`config.mk`:
```
export PLATFORM = sky130hd
export DESIGN_NAME = data_mem_ctrl
export DESIGN_NICKNAME = d
export VERILOG_FILES = /design/src/rtl/data_mem_ctrl.sv
export SDC_FILE = /design/constraint.sdc
export NUM_CORES = 2
export LEC_CHECK = 0
export ABC_CLOCK_PERIOD_IN_PS = 3900
export CAP_MARGIN = 20
export CORE_MARGIN = 1.5
export CORE_UTILIZATION = 40
export CTS_CLUSTER_DIAMETER = 40
export DETAILED_ROUTE_END_ITERATION = 8
export SYNTH_ARGS = -nofsm -noshare
export SYNTH_HDL_FRONTEND = slang
export SYNTH_SLANG_ARGS = --single-unit
```
`constraint.sdc`:
```
create_clock -name CLK -period 3.9 [get_ports CLK]
set_input_delay 0.78 -clock CLK [delete_from_list [all_inputs] [get_ports CLK]]
set_output_delay 0.78 -clock CLK [all_outputs]
set_load 0.005 [all_outputs]
```
`src/rtl/data_mem_ctrl.sv`:
```
// Single-port data memory with a REQ/BUSY/ACK load/store controller.
// Loads also drive the register-file write-back port.
module data_mem_ctrl #(
    parameter int DATA_W  = 8,
    parameter int ADDR_W  = 8,
    parameter int DEPTH   = 256,
    parameter int LATENCY = 2
) (
    input  logic              CLK,
    input  logic              RESET,
    input  logic              REQ,
    input  logic              MEM_WR,
    input  logic [ADDR_W-1:0] ADDR,
    input  logic [DATA_W-1:0] WR_DATA,
    input  logic [2:0]        DEST,
    output logic              BUSY,
    output logic              ACK,
    output logic              ERR,
    output logic [DATA_W-1:0] RD_DATA,
    output logic              REG_WR,
    output logic [2:0]        REG_DEST,
    output logic [DATA_W-1:0] WRITE_DATA
);

    localparam int CNT_W = (LATENCY > 1) ? $clog2(LATENCY) : 1;
    localparam int IDX_W = (DEPTH > 1) ? $clog2(DEPTH) : 1;

    localparam logic [CNT_W-1:0]  CNT_LOAD = CNT_W'(LATENCY - 1);
    localparam logic [ADDR_W:0]   DEPTH_L  = (ADDR_W + 1)'(DEPTH);

    if (LATENCY < 1) begin : g_bad_latency
        $error("data_mem_ctrl: LATENCY must be >= 1");
    end

    if (DEPTH < 1 || DEPTH > (1 << ADDR_W)) begin : g_bad_depth
        $error("data_mem_ctrl: DEPTH must be in 1..2**ADDR_W");
    end

    typedef enum logic [1:0] {
        S_IDLE,
        S_WAIT,
        S_RESP
    } state_t;

    state_t            r_state;
    logic [CNT_W-1:0]  r_cnt;
    logic              r_wr;
    logic [ADDR_W-1:0] r_addr;
    logic [DATA_W-1:0] r_wdata;
    logic [2:0]        r_dest;

    logic              r_busy;
    logic              r_ack;
    logic              r_err;
    logic              r_reg_wr;
    logic [DATA_W-1:0] r_rd;
    logic [2:0]        r_reg_dest;
    logic [DATA_W-1:0] r_wb;

    logic [DATA_W-1:0] r_mem [DEPTH];

    logic              w_in_range;
    logic [IDX_W-1:0]  w_idx;
    logic [DATA_W-1:0] w_load_val;
    logic              w_commit;

    assign w_in_range = ({1'b0, r_addr} < DEPTH_L);
    assign w_idx      = r_addr[IDX_W-1:0];
    assign w_load_val = w_in_range ? r_mem[w_idx] : '0;
    assign w_commit   = (r_state == S_WAIT) && (r_cnt == '0);

    // Array is deliberately left out of reset; an aborted store never lands.
    always_ff @(posedge CLK) begin
        if (!RESET && w_commit && r_wr && w_in_range) begin
            r_mem[w_idx] <= r_wdata;
        end
    end

    always_ff @(posedge CLK) begin
        if (RESET) begin
            r_state    <= S_IDLE;
            r_cnt      <= '0;
            r_wr       <= 1'b0;
            r_addr     <= '0;
            r_wdata    <= '0;
            r_dest     <= '0;
            r_busy     <= 1'b0;
            r_ack      <= 1'b0;
            r_err      <= 1'b0;
            r_reg_wr   <= 1'b0;
            r_rd       <= '0;
            r_reg_dest <= '0;
            r_wb       <= '0;
        end else begin
            unique case (r_state)
                S_IDLE: begin
                    r_ack    <= 1'b0;
                    r_err    <= 1'b0;
                    r_reg_wr <= 1'b0;
                    if (REQ) begin
                        r_wr    <= MEM_WR;
                        r_addr  <= ADDR;
                        r_wdata <= WR_DATA;
                        r_dest  <= DEST;
                        r_cnt   <= CNT_LOAD;
                        r_busy  <= 1'b1;
                        r_state <= S_WAIT;
                    end
                end
                S_WAIT: begin
                    if (r_cnt == '0) begin
                        r_state  <= S_RESP;
                        r_ack    <= 1'b1;
                        r_err    <= !w_in_range;
                        r_reg_wr <= !r_wr;
                        if (!r_wr) begin
                            r_rd       <= w_load_val;
                            r_wb       <= w_load_val;
                            r_reg_dest <= r_dest;
                        end
                    end else begin
                        r_cnt <= r_cnt - 1'b1;
                    end
                end
                S_RESP: begin
                    r_state  <= S_IDLE;
                    r_ack    <= 1'b0;
                    r_err    <= 1'b0;
                    r_reg_wr <= 1'b0;
                    r_busy   <= 1'b0;
                end
                default: begin
                    r_state <= S_IDLE;
                end
            endcase
        end
    end

    assign BUSY       = r_busy;
    assign ACK        = r_ack;
    assign ERR        = r_err;
    assign RD_DATA    = r_rd;
    assign REG_WR     = r_reg_wr;
    assign REG_DEST   = r_reg_dest;
    assign WRITE_DATA = r_wb;

endmodule
```
=== After elaboration in Yosys (flattened, before gate mapping) ===
Memories as Yosys holds them, arrays and structs flattened. A register that Yosys moved wholly into a read port is not among the register bits.
Index checks and enable logic that the tools add are counted.

* Word-level logic and storage cells: 50
* Bits in writable memories: 2048
* Output and inout port bits: 23
* Bits of input ports: 23
* Memories: 1
* Register bits after elaboration: 30

{| class="wikitable"
|+ Memories
! name !! depth !! width !! read ports !! clocked after memory_dff !! write ports !! line !! text
|-
| r_mem || 256 || 8 || 1 || 1 || 1 || 60 || <nowiki>logic [DATA_W-1:0] r_mem [DEPTH];</nowiki>
|}

* Mux-type cells: 15
* $add $sub $neg: 1
* Bitwise operators: 2
* Reductions and logical operators: 16
* Eq/ne operators: 4

{| class="wikitable"
|+ Operators by type and width
! cell !! number
|-
| case mux 1 bit (2 select lines) || 5
|-
| AND reduction 2 bit || 5
|-
| 2-to-1 mux 1 bit || 7
|-
| nonzero test 2 bit || 3
|-
| 2-to-1 mux 2 bit || 2
|-
| != test 2 bit (second input constant) || 2
|-
| case mux 2 bit (2 select lines) || 1
|-
| logical AND 1 bit || 3
|-
| AND reduction 3 bit || 1
|-
| equality test 2 x 1 -> 1 bit (second input constant) || 1
|-
| equality test 2 bit (second input constant) || 1
|-
| zero test 1 bit || 2
|-
| zero test 2 bit || 1
|-
| NOT 1 bit || 2
|-
| OR reduction 2 bit || 1
|-
| subtractor 1 bit (second input constant) || 1
|}

=== Longest topological paths before layout ===
* Depth after elaboration: 6
* Depth in mapped cells: 13
* Gate-level depth less buffers: 7

=== Worst setup path after synthesis ===
No wires, ideal clock.

* Kind: flip-flop to flip-flop
* Start point: register r_wdata[0]
* End point: memory r_mem[0][0] (data pin)
* Data required time: 3.044 ns
* Path slack: -0.353 ns
* Arrival: 3.397 ns
* Clock period less this slack: 4.253 ns
* Cell stages (with the launch flop): 1
* Library setup time: 0.856 ns
* Buffers on the path: 0
* Cells stage by stage: dfxtp_1

{| class="wikitable"
|+ RTL lines
! what !! line !! text
|-
| start: declaration || 49 || <nowiki>logic [DATA_W-1:0] r_wdata;</nowiki>
|-
| start signal: assignment || 85 || <nowiki>r_wdata <= '0;</nowiki>
|-
| start signal: assignment || 103 || <nowiki>r_wdata <= WR_DATA;</nowiki>
|-
| end: declaration || 60 ||
|}

Straight into the memory's write port.

==> metrics <==
Die Wd=454 um; RSZ-0062 raised after global routing=no; area share of the largest cell type after synthesis=75.7%; Pwr Density=544 nW/um2; #FFs+latches synth=2085; Hold-fix buffers, CTS=0; Seq/Total Area, Yosys=76.6%; drt drc=0; Max Cap Violations=0; Synth cell types=72; CTS Buffer Depth=4; status=complete, no violations; most common cell in the netlist=edfxtp_1; Synth Warn #=0; EDFF count, synth=2048; Sink Count=2085; WL per Instance=30.9 um; post-CTS sizing=0; LEAKAGE=32.5 nW; Mapped Nets=3983; # IOs=46; syn_area_per_cell=20.5 um2; critical path, cell by cell=inv_1 > nand2_1 > nor2_1 > a22oi_1 > o22ai_1 > a2111oi_0 > a31oi_1; Fmax=283 MHz; HP Class=in2reg; total gr overflow=0; gpl congestion=0.899; FP Rows=165; TritonCTS clock tree=built; drt pass-1 iters=6; Slew @ Worst Pin=1130 ps; Slew Limit Fails=0; CP max stage delay=830 ps; Critical Path End Type=flop; Async SR Flop Fraction=0%; # H-tree levels=5; critical path peak fanout=22; synthesized area=81200 um2; Post-synth top flop=edfxtp_1; Initial Utilization=40.2%; Worst Skew=69.6 ps; WP data arrival=4300 ps; synth top area cells=edfxtp_1, mux4_2, mux2i_1; VDD IR max=488 uV; period utilisation layout=90.6%; largest net degree at the start of global routing=168; Die Area=206000 um2; area grow syn2layout=19.7%; vias in the first global route=43100; final wirelength=230 mm; # nets final=4587; worst hold slack=410 ps; Data required, critical path=4660 ps; Critical Path Slowest Stage Cell=dfxtp_2; Num CTS Buffers=279; Die H=454 um; GRT Overall Usage=22.4%; min Tclk post-route=3530 ps; Vias/cell=5.82; core area=202000 um2; layout cells sized above 1=30.7%; Setup Total Neg Slack=0 ps; Skew-Pair Late Insertion Delay=930 ps; first-pass GRT wire length=326 mm; setup repair bufs after CTS=0; DR vias=43300; worst slew margin relative to its limit=24.5%; Final Hold Violating Endpoints=0; initial antenna violation count=11; Antenna Nets Post-Route=0; Starting DRT DRC Count=5839; endpoints failing setup=0; Worst-path clk slew=70 ps; Final HPWL DP=147 mm; critical path launch point type=flop; cell taking the most area after synthesis=edfxtp_1; top cells by count, synth=edfxtp_1, mux4_2, nor2_1, mux2i_1, nand2_1; Crit Path Class=reg2reg; Fillers=16700; PortBufs=44; Synth Instances=3960; clock root buffer master=clkbuf_16
[report_power, final]
group          switching [mW]  internal (mW)
Combinational            1.76           1.04
Clock                    9.70           15.5
Sequential              0.193           24.7
[stage by stage]
| stage | util, % | std cells | area, um2 | setup WS [ps] | power, mW |
|---|---|---|---|---|---|
| floorplan | - | 3960 | 81200 | 913 | 26.9 |
| global placement | 43.6 | 6955 | 88100 | 196 | 28.1 |
| detailed placement | 43.6 | 6955 | 88100 | 185 | 28.2 |
| CTS | 48.2 | 7434 | 97200 | 418 | 53.2 |
| global route | 48.2 | 7435 | 97200 | 326 | 54.3 |
| finish | 48.2 | 7437 | 97200 | 365 | 52.9 |
[final timing paths]
path                            cells past startpoint       from            end  slack, ps
worst max register to register                      7  r_addr[6]  WRITE_DATA[1]        370
worst min register to register                      2  r_dest[2]      r_dest[2]        450
worst max-delay path                                7  r_addr[6]  WRITE_DATA[1]        370
worst min-delay path                                3    ADDR[2]      r_addr[2]        410
[cells by family after synthesis]
group | count (synthesis) | share of synthesized area, %
mux | 672 | 15.5
compound gates | 303 | 2.58
flops | 2085 | 76.6
simple gates | 643 | 3.43
buf+inv | 256 | 1.86
other cells | 1 | 0.00462
[layer usage]
layer  vias up  global-route usage [%]  wire length [um]
met1     23000                    30.9             92000
met3       449                    4.67             20400
met2      2228                    34.5            107000
li1      17600                       -                 -
met4         6                    9.52             10100
met5         -                  0.0700                36
[placed cells by master (no fill, tap or decap), types with 14 or more instances in the layout]
| cell type | count |
|---|---|
| inv_6 | 31 |
| a21oi_1 | 57 |
| clkinv_1 | 20 |
| o22ai_1 | 48 |
| mux4_2 | 450 |
| clkbuf_1 | 29 |
| nand4_1 | 16 |
| nand2_1 | 185 |
| a22oi_1 | 46 |
| a221oi_1 | 15 |
| edfxtp_1 | 2048 |
| mux2_2 | 14 |
| clkinv_4 | 18 |
| buf_12 | 40 |
| clkbuf_16 | 284 |
| nor2_1 | 300 |
| a31oi_1 | 19 |
| mux2i_1 | 195 |
| dfxtp_1 | 22 |
| clkdlybuf4s50_1 | 44 |
| bufinv_16 | 30 |
| clkinv_2 | 23 |
| buf_4 | 485 |
| clkinvlp_4 | 30 |
| nand3_1 | 54 |
| a22o_1 | 14 |
| o21ai_0 | 28 |
[critical path, delay by kind of cell (launching register included)]
family                 cells  cell delay [ps]
DFF                        1              830
buffers and inverters      1              130
AOI/OAI and AO/OA          4             1480
and+or+nand+nor            2              920
[state kept, by name, summed over array words and instances (netlist names)]
register and cells:
ACK 1, BUSY 1, REG_DEST 3, REG_WR 1, WRITE_DATA 8, r_addr 8, r_cnt 1, r_dest 3
r_mem 2048, r_state 2, r_wdata 8, r_wr 1
[layout make-up]
class	count	area [um2]	share of cell area, %
inverters	10	43.8	0.0450
multi-input cells	1619	17500	18.0
flip-flops and latches	2085	62300	64.1
clock buffers	316	7260	7.46
well taps	2672	3340	3.44
repair buffers	569	4880	5.02
clock inverters	163	1890	1.95
diodes	3	7.51	0.00772
Note: power is estimated with default switching activity, not from simulation.
